File: config.mk
export PLATFORM = sky130hd
export DESIGN_NAME = ram_lsu_bridge
export DESIGN_NICKNAME = d
export VERILOG_FILES = /design/src/rtl/ram_lsu_bridge.sv
export SDC_FILE = /design/constraint.sdc
export NUM_CORES = 1
export LEC_CHECK = 0
export BUFFER_PORTS_ARGS = -buffer_cell sky130_fd_sc_hd__buf_2
export CAP_MARGIN = 5
export CORE_AREA = 2 2 128 130
export DETAILED_ROUTE_END_ITERATION = 7
export DIE_AREA = 0 0 130 132
export PLACE_DENSITY = 0.64
export SYNTH_ARGS = -nofsm -noshare
export SYNTH_HDL_FRONTEND = slang
export SYNTH_SLANG_ARGS = --single-unit
File: constraint.sdc
create_clock -name clk -period 3.54 [get_ports clk]
set_input_delay 0.885 -clock clk [delete_from_list [all_inputs] [get_ports clk]]
set_output_delay 0.885 -clock clk [all_outputs]
set_load 0.02 [all_outputs]
File: src/rtl/ram_lsu_bridge.sv
// Single-outstanding LSU front end for the data RAM: turns byte/half/word requests into
// RAM strobes and word addresses, and returns lane-extracted, extended load data.
module ram_lsu_bridge #(
    parameter int                    ADDR_WIDTH     = 32,
    parameter int                    DATA_WIDTH     = 32,
    parameter int                    RAM_ADDR_WIDTH = 12,
    parameter logic [ADDR_WIDTH-1:0] BASE_ADDR      = '0
) (
    input  logic                  clk,
    input  logic                  rst_n,
    input  logic                  req_valid_i,
    output logic                  req_ready_o,
    input  logic                  req_we_i,
    input  logic [ADDR_WIDTH-1:0] req_addr_i,
    input  logic [1:0]            req_size_i,
    input  logic                  req_unsigned_i,
    input  logic [DATA_WIDTH-1:0] req_wdata_i,
    output logic                  resp_valid_o,
    input  logic                  resp_ready_i,
    output logic [DATA_WIDTH-1:0] resp_rdata_o,
    output logic                  resp_err_o,
    output logic [3:0]            ram_wr_en_o,
    output logic [ADDR_WIDTH-1:0] ram_wr_addr_o,
    output logic [DATA_WIDTH-1:0] ram_wr_data_o,
    output logic                  ram_rd_en_o,
    output logic [ADDR_WIDTH-1:0] ram_rd_addr_o,
    input  logic [DATA_WIDTH-1:0] ram_rd_data_i
);

    typedef enum logic [2:0] {
        IDLE    = 3'd0,
        WRITE   = 3'd1,
        RD_ADDR = 3'd2,
        RD_DATA = 3'd3,
        RESP    = 3'd4
    } state_e;

    state_e                state_q, state_d;
    logic                  we_q, we_d;
    logic [ADDR_WIDTH-1:0] addr_q, addr_d;
    logic [1:0]            size_q, size_d;
    logic                  uns_q, uns_d;
    logic [DATA_WIDTH-1:0] wdata_q, wdata_d;
    logic                  err_q, err_d;
    logic [DATA_WIDTH-1:0] rdata_q, rdata_d;

    logic                  req_err;
    logic [3:0]            strobe;
    logic [DATA_WIDTH-1:0] lane_wdata;
    logic [7:0]            rd_byte;
    logic [15:0]           rd_half;
    logic [DATA_WIDTH-1:0] load_data;

    // NOTE: every always_comb assigns a default first so no path can infer a latch.
    always_comb begin
        req_err = 1'b0;
        case (req_size_i)
            2'b00:   req_err = 1'b0;
            2'b01:   req_err = req_addr_i[0];
            2'b10:   req_err = |req_addr_i[1:0];
            default: req_err = 1'b1;
        endcase
        if (req_addr_i[ADDR_WIDTH-1:RAM_ADDR_WIDTH] != BASE_ADDR[ADDR_WIDTH-1:RAM_ADDR_WIDTH])
            req_err = 1'b1;
    end

    always_comb begin
        strobe     = 4'b1111;
        lane_wdata = wdata_q;
        case (size_q)
            2'b00: begin
                strobe     = 4'b0001 << addr_q[1:0];
                lane_wdata = {4{wdata_q[7:0]}};
            end
            2'b01: begin
                strobe     = addr_q[1] ? 4'b1100 : 4'b0011;
                lane_wdata = {2{wdata_q[15:0]}};
            end
            default: ;
        endcase
    end

    always_comb begin
        rd_byte   = ram_rd_data_i[7:0];
        rd_half   = addr_q[1] ? ram_rd_data_i[31:16] : ram_rd_data_i[15:0];
        load_data = ram_rd_data_i;
        case (addr_q[1:0])
            2'b01:   rd_byte = ram_rd_data_i[15:8];
            2'b10:   rd_byte = ram_rd_data_i[23:16];
            2'b11:   rd_byte = ram_rd_data_i[31:24];
            default: rd_byte = ram_rd_data_i[7:0];
        endcase
        case (size_q)
            2'b00:   load_data = {{24{~uns_q & rd_byte[7]}}, rd_byte};
            2'b01:   load_data = {{16{~uns_q & rd_half[15]}}, rd_half};
            default: load_data = ram_rd_data_i;
        endcase
    end

    always_comb begin
        state_d = state_q;
        we_d    = we_q;
        addr_d  = addr_q;
        size_d  = size_q;
        uns_d   = uns_q;
        wdata_d = wdata_q;
        err_d   = err_q;
        rdata_d = rdata_q;
        case (state_q)
            IDLE: begin
                if (req_valid_i) begin
                    we_d    = req_we_i;
                    addr_d  = req_addr_i;
                    size_d  = req_size_i;
                    uns_d   = req_unsigned_i;
                    wdata_d = req_wdata_i;
                    err_d   = req_err;
                    rdata_d = '0;
                    if (req_err)       state_d = RESP;
                    else if (req_we_i) state_d = WRITE;
                    else               state_d = RD_ADDR;
                end
            end
            WRITE:   state_d = RESP;
            RD_ADDR: state_d = RD_DATA;
            RD_DATA: begin
                rdata_d = load_data;
                state_d = RESP;
            end
            RESP:    if (resp_ready_i) state_d = IDLE;
            default: state_d = IDLE;
        endcase
    end

    // NOTE: sequential state uses non-blocking assignments so all registers update together.
    always_ff @(posedge clk or negedge rst_n) begin
        if (!rst_n) begin
            state_q <= IDLE;
            we_q    <= 1'b0;
            addr_q  <= '0;
            size_q  <= 2'b00;
            uns_q   <= 1'b0;
            wdata_q <= '0;
            err_q   <= 1'b0;
            rdata_q <= '0;
        end else begin
            state_q <= state_d;
            we_q    <= we_d;
            addr_q  <= addr_d;
            size_q  <= size_d;
            uns_q   <= uns_d;
            wdata_q <= wdata_d;
            err_q   <= err_d;
            rdata_q <= rdata_d;
        end
    end

    assign req_ready_o   = (state_q == IDLE);
    assign resp_valid_o  = (state_q == RESP);
    assign resp_rdata_o  = rdata_q;
    assign resp_err_o    = err_q;
    assign ram_wr_en_o   = (state_q == WRITE) ? strobe : 4'b0000;
    assign ram_wr_addr_o = {addr_q[ADDR_WIDTH-1:2], 2'b00};
    assign ram_wr_data_o = lane_wdata;
    assign ram_rd_en_o   = (state_q == RD_ADDR);
    assign ram_rd_addr_o = {addr_q[ADDR_WIDTH-1:2], 2'b00};

endmodule

# Yosys cells after proc, flatten, opt, wreduce, memory -nomap -nowiden
# Index checks and enable logic that the tools add are counted.
[word_totals] register_bits=103 latch_bits=0 mem_bits_rw=0 romBits=0 input_bits=104 output_inout_bits=136 wordCells=49 mem_count=0
[classes] add_sub_neg=0 multipliers=0 div=0 order_cmp=0 n_eq_ne=12 n_shift=1 n_mux=16 n_bitwise=3 reduce_logical=10
[op_table] operator="32-bit case mux with 2 select lines" count=3
[op_table] operator="32-bit 2-to-1 mux" count=1
[op_table] operator="8-bit case mux with 3 select lines" count=1
[op_table] operator="20-bit nonzero test" count=1
[op_table] operator="16-bit 2-to-1 mux" count=1
[op_table] operator="3-bit case mux with 4 select lines" count=1
[op_table] operator="3-bit 2-to-1 mux" count=3
[op_table] operator="4-bit 2-to-1 mux" count=2
[op_table] operator="4-bit case mux with 2 select lines" count=1
[op_table] operator="2-bit by 1-bit == test with 1-bit output (second input constant)" count=3
[op_table] operator="2-bit == test (second input constant)" count=3
[op_table] operator="3-bit by 2-bit == test with 1-bit output (second input constant)" count=2
[op_table] operator="2-bit AND reduction" count=3
[op_table] operator="2-bit zero test" count=2
[op_table] operator="2-bit OR reduction" count=2
[op_table] operator="1-bit by 2-bit left shift with 4-bit output (first input constant)" count=1
[op_table] operator="3-bit by 1-bit == test with 1-bit output (second input constant)" count=1
[op_table] operator="3-bit == test (second input constant)" count=1
[op_table] operator="3-bit zero test" count=1
[op_table] operator="1-bit case mux with 3 select lines" count=1
[op_table] operator="1-bit bitwise AND" count=2
[op_table] operator="2-bit 2-to-1 mux" count=1
[op_table] operator="2-bit by 1-bit inequality test with 1-bit output (second input constant)" count=1
[op_table] operator="2-bit inequality test (second input constant)" count=1
[op_table] operator="3 further kinds" count=3

# Logic depth before layout (Yosys ltp)
# Gate-level depths: netlist of run 1.
[logic_depth] ltp_word=6 depth_mapped=7 ltp_nobuf=4

# Worst setup path before layout of run 1
# Ideal clock, no wire load.
[synth_timing] path_kind="register to output" start="register size_q[0]" end="output port ram_wr_data_o[24]" arrival_time_ns=1.512 required_time_ns=2.655 path_slack_ns=1.143 path_stages_with_launch=5 path_buffers=2 cell_sequence="dfrtp_1 -> buf_4 -> buf_1 -> mux2i_1 -> o21ai_0"
[synth_via] elab_chain_cells=2 word_cells_on_any_way=3
[synth_lines] element="from (decl)" line="41" source="logic [1:0] size_q, size_d;"
[synth_lines] element="from (signal assigned)" line="150" source="size_q <= size_d;"
[synth_lines] element="2-bit by 1-bit == test with 1-bit output / 2-bit zero test (equally long branches)" line="70" source="case (size_q)"
[synth_lines] element="32-bit case mux with 2 select lines (*)" line="70"
[synth_lines] element="to (decl)" line="24" source="output logic [DATA_WIDTH-1:0] ram_wr_data_o,"
# Every way passes the cells marked *; elsewhere a longest branch is shown, timed or not.

# Final worst setup path of run 1
[layout_timing] start="register size_q[0]" end="output port ram_wr_data_o[25]"
# The elaborated chain is that of the path after synthesis.

==> results of run 1 <==
==> where the power goes <==
group | internal (mW) | switching (mW) | leakage (nW)
clock | 0.716 | 0.457 | 0.173
sequential | 1.34 | 0.187 | 1.32
combinational | 0.458 | 0.782 | 2.15
==> area by class of cell <==
| class | instances | area [um2] |
|---|---|---|
| Fill cell | 1611 | 9110 |
| Sequential cell | 103 | 2580 |
| Multi-Input combinational cell | 389 | 2120 |
| Timing Repair Buffer | 244 | 1260 |
| Tap cell | 216 | 270 |
| Clock buffer | 10 | 239 |
| Clock inverter | 6 | 116 |
| Inverter | 3 | 11.3 |
| Antenna cell | 1 | 2.50 |
==> kinds of logic after synthesis <==
| family | after synthesis | synth area share |
|---|---|---|
| AOI/OAI and AO/OA | 93 | 0.127 |
| buffers and inverters | 108 | 0.131 |
| DFF | 103 | 0.479 |
| muxes | 32 | 0.0667 |
| other | 1 | 0.000696 |
| and+or+nand+nor | 260 | 0.196 |
==> flip-flops by register name, indices dropped and copies added (netlist names) <==
signal / count
uns_q: 1
addr_q: 32
resp_rdata_o: 32
size_q: 2
resp_err_o: 1
state_q: 3
wdata_q: 32
==> Yosys cell counts (all sizes together), types with 2 or more instances <==
cell type,instances,area share
a22oi,7,0.0098
a21oi,21,0.020
a32oi,2,0.0033
inv,2,0.0014
mux2i,10,0.019
o211ai,2,0.0028
dfrtp,103,0.48
mux2,21,0.044
nor3,6,0.0056
nor2b,5,0.0058
a21o,4,0.0056
buf,86,0.12
a222oi,5,0.0093
and3,2,0.0023
a221o,16,0.032
o21ai,24,0.022
clkbuf,19,0.013
nand2,219,0.15
a22o,7,0.011
nor3b,2,0.0028
nand2b,2,0.0023
nor2,12,0.0098
nor4,5,0.0058
==> critical path, stage by stage (launching register included) <==
cell	delay, ns
dfrtp_1	0.81
buf_4	0.34
mux2i_1	0.09
o21ai_0	0.20
buf_2	0.20
==> routing by layer <==
layer | vias to the layer above | wire, um
met5 | - | 13
met3 | 20 | 1220
met2 | 192 | 7680
met1 | 2205 | 6700
met4 | 2 | 195
li1 | 2238 | -
==> stage by stage <==
step / cells / setup WS (ns)
after floorplan: 600 / 1.14
final: 972 / 0.648
after global routing: 972 / 0.496
after CTS: 971 / 0.624
after detailed placement: 955 / 1.00
after global placement: 955 / 1.02
==> final timing paths <==
path	endpoint	slack, ns	cells past startpoint
max	ram_wr_data_o[25]	0.65	4
min	resp_rdata_o[15]$_DFFE_PN0P_	0.48	2
max reg2reg	resp_rdata_o[27]$_DFFE_PN0P_	1.24	5
min reg2reg	resp_rdata_o[15]$_DFFE_PN0P_	0.48	2
max in group asynchronous	wdata_q[22]$_DFFE_PN0P_	2.27	2
min in group asynchronous	addr_q[0]$_DFFE_PN0P_	0.55	1
==> flow_summary.json, run 1 <==
{
  "max_slew_margin": 0.235,
  "fin_nets": 854,
  "grt_max_degree": 64,
  "placed_area_um2": 6240,
  "holdBufCountCts": 0,
  "cts_tree": "yes",
  "slew_viol_final": 0,
  "drive_above_1_share": 0.393,
  "power_density_nw_per_um2": 596,
  "irDropWorstVdd_uv": 291,
  "power_mw": 3.94,
  "synth.yosys.seq_area_share": 0.479,
  "grt_pass1_vias": 4275,
  "area_growth_syn_to_layout_pct": 22.5,
  "numCtsBuffers": 9,
  "clkTransAtPathRegs_ns": 0.07,
  "timing.final.crit_share": 0.817,
  "grt_first_pass_wirelength_mm": 23.9,
  "cts_max_path_buffers": 2,
  "critPathMaxFanout": 20,
  "post_cts_buffers": 0,
  "cap_violations": 0,
  "synth.avg_cell_area_um2": 9.02,
  "met2_usage": 0.294,
  "dr.pass1.iters": 7,
  "worst_pin_slew_ns": 1.14,
  "dp_hpwl_mm": 11.5,
  "synth_area_um2": 5390,
  "hp-class": "reg2reg",
  "use_met3": 0.0544,
  "fin_skew_ns": 0.00654,
  "outcome": "finished clean",
  "drt.antenna.violating_nets": 0,
  "port_buffers": 235,
  "crit_start": "size_q[0]$_DFFE_PN0P_",
  "insertion_delay_ns": 0.35,
  "antenna_found_initial": 2,
  "fp.dieW_um": 130,
  "cts-root-buf": "clkbuf_16",
  "row_count": 46,
  "drc": 0,
  "wl_per_cell_um": 16.3,
  "core_area_um2": 15700,
  "yosysWarnings": 0,
  "startpoint_type": "flip-flop",
  "synthFlopType": "dfrtp_1",
  "initial_core_util": 0.343,
  "die_h_um": 132,
  "finalSetupTns_ns": 0,
  "cp_data_required_time_ns": 2.65,
  "hold_start": "resp_rdata_o[15]$_DFFE_PN0P_",
  "p_leak_nw": 3.65,
  "overflow": 0,
  "dieArea_um2": 17200,
  "via_count": 4657,
  "htreeDepth": 3,
  "track_usage": 0.180,
  "final_common_cell": "buf_2",
  "regToRegStartpoint": "addr_q[1]$_DFFE_PN0P_",
  "min_period_ns": 2.89,
  "pin_count": 240,
  "grt_use_met1": 0.235,
  "netlist_instances": 597,
  "fmax_mhz": 346,
  "routed_via_density": 4.79,
  "wirelength_mm": 15.8,
  "hold_slack_ns": 0.480,
  "cp-end-kind": "output pin",
  "final_area_um2": 6600,
  "place_congestion": 0.821,
  "fin_util": 0.420,
  "cts_resized": 0,
  "synth_cell_type_count": 44,
  "crit_arrival_ns": 2.01,
  "report.final.hold_viol_count": 0,
  "clock-sinks": 103,
  "mostFrequentLayoutCells": "buf_2, nand2_1, dfrtp_1, o21ai_0",
  "rsz0062_at_grt": "false",
  "drtIter0Drc": 261,
  "grt_most_used_layer": "met2",
  "ys_ff_latch": 103,
  "async_flop_share": 1.00,
  "path_class": "reg2out",
  "setup_viol": 0,
  "synth_edf_count": 0
}
Note: power is estimated with default switching activity, not from simulation.
==> run 2: changes to the inputs <==
==> constraint.sdc (replaced) <==
create_clock -name clk -period 2.8 [get_ports clk]
set_input_delay 0.7 -clock clk [delete_from_list [all_inputs] [get_ports clk]]
set_output_delay 0.7 -clock clk [all_outputs]
set_load 0.02 [all_outputs]
==> run 2 against run 1 <==
Against the previous run: critical endpoint is now ram_wr_en_o[1]; sequential power up 24%; highest routed layer is now met4; first-iteration DRC count decreased by 32%; setup slack got worse by 0.33 ns; clock power is 7% higher.
==> flow_summary.json, run 2 (synthesis gave the netlist of run 1 again) <==
{
  "final_common_cell": "buf_2",
  "initial_core_util": 0.343,
  "drc": 0,
  "crit_arrival_ns": 1.78,
  "fp.dieW_um": 130,
  "routed_via_density": 4.75,
  "max_stage_delay_ns": 0.48,
  "cp-end-kind": "output pin",
  "antennaDiodeCount": 0,
  "dieArea_um2": 17200,
  "insertion_delay_ns": 0.36,
  "area_growth_syn_to_layout_pct": 22.2,
  "cts-root-buf": "clkbuf_16",
  "dr.pass1.iters": 5,
  "dp_cells": 961,
  "row_count": 46,
  "cpLargestDelayFamily": "buffers and inverters",
  "fmax_mhz": 403,
  "p_leak_nw": 3.65,
  "timing.final.crit_share": 0.887,
  "cp.buffers_inverters": 3,
  "wirelength_mm": 15.6,
  "mostFrequentLayoutCells": "buf_2, nand2_1, dfrtp_1, o21ai_0",
  "grt_pass1_vias": 4495,
  "die_h_um": 132,
  "path_class": "reg2out",
  "drt.antenna.violating_nets": 0,
  "clkTransAtPathRegs_ns": 0.07,
  "core_area_um2": 15700,
  "pre_cts_ws_ns": 0.519,
  "placed_area_um2": 6290,
  "hp-class": "in2async",
  "drtIter0Drc": 177,
  "clock-sinks": 103,
  "final_area_um2": 6580,
  "track_usage": 0.180,
  "antenna_found_initial": 0,
  "irDropWorstVdd_uv": 363,
  "regToRegStartpoint": "state_q[2]$_DFFE_PN0P_",
  "crit_start": "addr_q[1]$_DFFE_PN0P_",
  "numCtsBuffers": 9,
  "place_congestion": 0.763,
  "setup_viol": 0,
  "wl_per_cell_um": 15.9,
  "max_slew_margin": 0.224,
  "slew_viol_final": 0,
  "cp_cell_sequence": "buf_4 > clkinv_1 > o21ai_0 > a21oi_1 > buf_2",
  "cts_tree": "yes",
  "overflow": 0,
  "rsz0062_at_grt": "false",
  "worst_pin_slew_ns": 1.16,
  "htreeDepth": 3,
  "pin_count": 240,
  "power_mw": 4.76,
  "setup_ws_ns": 0.316,
  "fin_nets": 860,
  "cts_resized": 0,
  "critPathSlowestCell": "dfrtp_1",
  "outcome": "finished clean",
  "drive_above_1_share": 0.397,
  "startpoint_type": "flip-flop",
  "hold_slack_ns": 0.293,
  "finalSetupTns_ns": 0,
  "report.final.hold_viol_count": 0,
  "power_density_nw_per_um2": 723,
  "fin_cells": 977,
  "grt_first_pass_wirelength_mm": 24.0,
  "fin_skew_ns": 0.00869,
  "via_count": 4645,
  "holdBufCountCts": 0,
  "cap_violations": 0,
  "post_cts_buffers": 0,
  "port_buffers": 235,
  "critPathMaxFanout": 13,
  "fin_util": 0.419,
  "cts_max_path_buffers": 2,
  "grt_max_degree": 72,
  "cp_data_required_time_ns": 2.10,
  "dp_hpwl_mm": 11.4,
  "min_period_ns": 2.48
}
[run 2: worst paths after layout]
kind | end | slack [ns] | depth (start not counted)
worst max-delay path | ram_wr_en_o[1] | 0.32 | 5
worst min-delay path | resp_rdata_o[29]$_DFFE_PN0P_ | 0.29 | 1
worst max register to register | resp_rdata_o[26]$_DFFE_PN0P_ | 0.67 | 4
worst min register to register | wdata_q[30]$_DFFE_PN0P_ | 0.48 | 2
max in group asynchronous | wdata_q[6]$_DFFE_PN0P_ | 1.76 | 2
min in group clk | wdata_q[30]$_DFFE_PN0P_ | 0.48 | 2
[run 2: final cells by class]
class                           count  area, um2
Timing Repair Buffer              250       1300
Clock inverter                      3       26.3
Inverter                            3       11.3
Sequential cell                   103       2580
Multi-Input combinational cell    389       2120
Tap cell                          216        270
Fill cell                        1612       9130
Clock buffer                       13        270
[run 2: metal layers]
metal / up-vias / part of all wire / track usage
li1: 2248 / - / -
met5: - / 0 / 0
met1: 2175 / 0.41 / 0.225
met4: 0 / 0.017 / 0.0532
met3: 19 / 0.084 / 0.0528
met2: 203 / 0.48 / 0.300
[run 2: report_power, final]
part | internal (mW) | switching [mW]
sequential | 1.69 | 0.185
combinational | 0.593 | 1.03
clock | 0.682 | 0.573
total | 2.97 | 1.79
==> run 3: changes to the inputs <==
--- a/config.mk
+++ b/config.mk
@@ -5,11 +5,12 @@
 export SDC_FILE = /design/constraint.sdc
 export NUM_CORES = 1
 export LEC_CHECK = 0
+export ABC_AREA = 1
 export BUFFER_PORTS_ARGS = -buffer_cell sky130_fd_sc_hd__buf_2
 export CAP_MARGIN = 5
-export CORE_AREA = 2 2 128 130
+export CORE_AREA = 2 2 130 132
 export DETAILED_ROUTE_END_ITERATION = 7
-export DIE_AREA = 0 0 130 132
+export DIE_AREA = 0 0 132 134
 export PLACE_DENSITY = 0.64
 export SYNTH_ARGS = -nofsm -noshare
 export SYNTH_HDL_FRONTEND = slang
==> run 3 against run 2 <==
Against the previous run: register-to-register slack improved by 0.31 ns; critical endpoint unchanged; power is 58% higher; clock skew down 0.00076 ns; via count fell by 0.37%; largest cell class unchanged; clock power increased by 4%; critical path type unchanged.
==> flow_summary.json, run 3 <==
{
  "outcome": "finished clean",
  "mostFrequentLayoutCells": "buf_2, nand2_1, dfrtp_1, mux2_2, nor2_1",
  "comb_power_share": 0.510,
  "crit_arrival_ns": 1.93,
  "max_slew_margin": 0.643,
  "max_stage_delay_ns": 0.45,
  "area_growth_syn_to_layout_pct": 20.9,
  "fmax_mhz": 380,
  "timing.final.crit_share": 0.939,
  "numCtsBuffers": 9,
  "fin_skew_ns": 0.00793,
  "antenna_found_initial": 2,
  "wirelength_mm": 15.1,
  "cap_violations": 0,
  "cp-end-kind": "output pin",
  "irDropWorstVdd_uv": 529,
  "grt_max_degree": 79,
  "synth_edf_count": 0,
  "cts_tree": "yes",
  "synthFlopType": "dfrtp_1",
  "htreeDepth": 3,
  "holdBufCountCts": 0,
  "critPathMaxFanout": 11,
  "dieArea_um2": 17700,
  "cp_cell_sequence": "buf_4 > nor2_8 > nand2_1 > inv_1 > a211oi_1 > buf_2",
  "drc": 0,
  "setup_viol": 0,
  "pin_count": 240,
  "min_period_ns": 2.63,
  "routed_via_density": 4.46,
  "overflow": 0,
  "drive_above_1_share": 0.412,
  "synth.yosys.seq_area_share": 0.460,
  "grt_pass1_vias": 4572,
  "cts_max_path_buffers": 2,
  "slew_viol_final": 0,
  "synth_top_area_frac": 0.460,
  "dr.pass1.iters": 4,
  "n_fill_cell": 1678,
  "initial_core_util": 0.344,
  "p_clk_frac": 0.173,
  "report.final.hold_viol_count": 0,
  "synth.avg_cell_area_um2": 8.67,
  "cts-root-buf": "clkbuf_16",
  "startpoint_type": "flip-flop",
  "p_sw_mw": 3.44,
  "fp.dieW_um": 132,
  "placed_area_um2": 6440,
  "synth_cell_type_count": 31,
  "port_buffers": 235,
  "sequentialPowerShare": 0.317,
  "track_usage": 0.172,
  "synth.largest_area_cell": "dfrtp_1",
  "cts_resized": 0,
  "ys_ff_latch": 103,
  "finalSetupTns_ns": 0,
  "drtIter0Drc": 205,
  "drt.antenna.violating_nets": 0,
  "core_area_um2": 16300,
  "hp-class": "in2async",
  "dp_cells": 1017,
  "yosysWarnings": 0,
  "synthTopCellsByArea": "dfrtp_1, nand2_1, mux2_2, buf_4, nor2_1",
  "power_density_nw_per_um2": 1110,
  "netlist_instances": 646,
  "path_class": "reg2out",
  "synth_area_um2": 5600,
  "row_count": 47,
  "dp_hpwl_mm": 11.4,
  "clock-sinks": 103,
  "wl_per_cell_um": 14.5,
  "place_congestion": 0.854,
  "insertion_delay_ns": 0.35,
  "via_count": 4628,
  "cp_data_required_time_ns": 2.10,
  "die_h_um": 134,
  "netSwitchingFraction": 0.457,
  "yosys-top-cells-count": "nand2_1, dfrtp_1, buf_4",
  "clkTransAtPathRegs_ns": 0.07,
  "yosysMostFrequentCell": "nand2_1",
  "async_flop_share": 1.00,
  "final_area_um2": 6770,
  "worst_pin_slew_ns": 0.535,
  "p_leak_nw": 3.78,
  "hold_slack_ns": 0.250,
  "grt_first_pass_wirelength_mm": 23.5,
  "final_common_cell": "buf_2",
  "rsz0062_at_grt": "false",
  "fin_nets": 915,
  "fin_cells": 1038,
  "critPathSlowestCell": "dfrtp_1",
  "internal-power_mw": 4.09
}
-- run 3: changes by cell type after synthesis, moves of 10 or more --
cell / delta
a221o_2: -10
clkbuf_1: -15
inv_1: +33
mux2_2: +36
mux2i_1: -10
nand3_1: +24
nor2_1: +34
-- run 3: critical path: cells and delay by family (launching register included) --
family / cells / cell delay (ns)
buffers and inverters: 3 / 0.63
flip-flops: 1 / 0.45
AO/OA/AOI/OAI: 1 / 0.27
AND/OR/NAND/NOR: 2 / 0.23
-- run 3: through the flow --
stage	utilization	total power, mW	setup slack [ns]
4_1_cts	0.414	7.61	0.0850
5_1_grt	0.415	8.02	0.0648
3_5_place_dp	0.395	6.26	0.493
3_3_place_gp	0.395	6.22	0.538
6_report	0.416	7.53	0.171
2_1_floorplan	-	5.68	0.688
-- run 3: what timing repair did --
item	in CTS	in global routing
buffers inserted	0	3
endpoints found under the hold margin	0	0
endpoints found under the setup margin	0	1
-- run 3: path summary, 6_finish.rpt --
check	start	to	slack, ns	depth (start not counted)
max in group asynchronous	rst_n	wdata_q[24]$_DFFE_PN0P_	1.80	2
max reg2reg	state_q[2]$_DFFE_PN0P_	resp_rdata_o[17]$_DFFE_PN0P_	0.98	8
min	rst_n	resp_rdata_o[8]$_DFFE_PN0P_	0.25	1
max	size_q[1]$_DFFE_PN0P_	ram_wr_en_o[1]	0.17	6
min reg2reg	resp_rdata_o[12]$_DFFE_PN0P_	resp_rdata_o[12]$_DFFE_PN0P_	0.48	2
min in group clk	resp_rdata_o[12]$_DFFE_PN0P_	resp_rdata_o[12]$_DFFE_PN0P_	0.48	2
-- run 3: metal layers --
layer	global-route usage	wire length, um	up-vias	share of wire
li1	-	-	2289	-
met1	0.203	6320	2128	0.42
met2	0.284	7120	176	0.47
met3	0.0506	1150	35	0.076
met4	0.0906	512	0	0.034
met5	0	0	-	0
-- run 3: cell families (layout without fill, tap and decap cells) --
kind of cell | count (synthesis) | in the layout | synth area share
AND/OR/NAND/NOR | 305 | 305 | 0.227
buffers and inverters | 134 | 301 | 0.151
flip-flops | 103 | 103 | 0.460
multiplexers | 57 | 57 | 0.115
AO/OA/AOI/OAI | 46 | 46 | 0.0456
other | 1 | 6 | 0.000670
-- run 3: cell type report --
cell class                      instances  area [um2]  area share
Antenna cell                            2        5.00    0.000739
Clock buffer                           11         243      0.0359
Clock inverter                          5        56.3     0.00832
Inverter                               41         156      0.0231
Multi-Input combinational cell        412        2180       0.323
Sequential cell                       103        2580       0.381
Tap cell                              220         275      0.0407
Timing Repair Buffer                  244        1270       0.188
-- run 3: power groups by stage --
stage / combinational (mW) / clock [mW] / sequential [mW]
finish: 3.84 / 1.30 / 2.39
global route: 4.15 / 1.41 / 2.47
CTS: 3.86 / 1.35 / 2.39
detailed placement: 3.85 / 0 / 2.42
global placement: 3.83 / 0 / 2.39
floorplan: 3.38 / 0 / 2.30
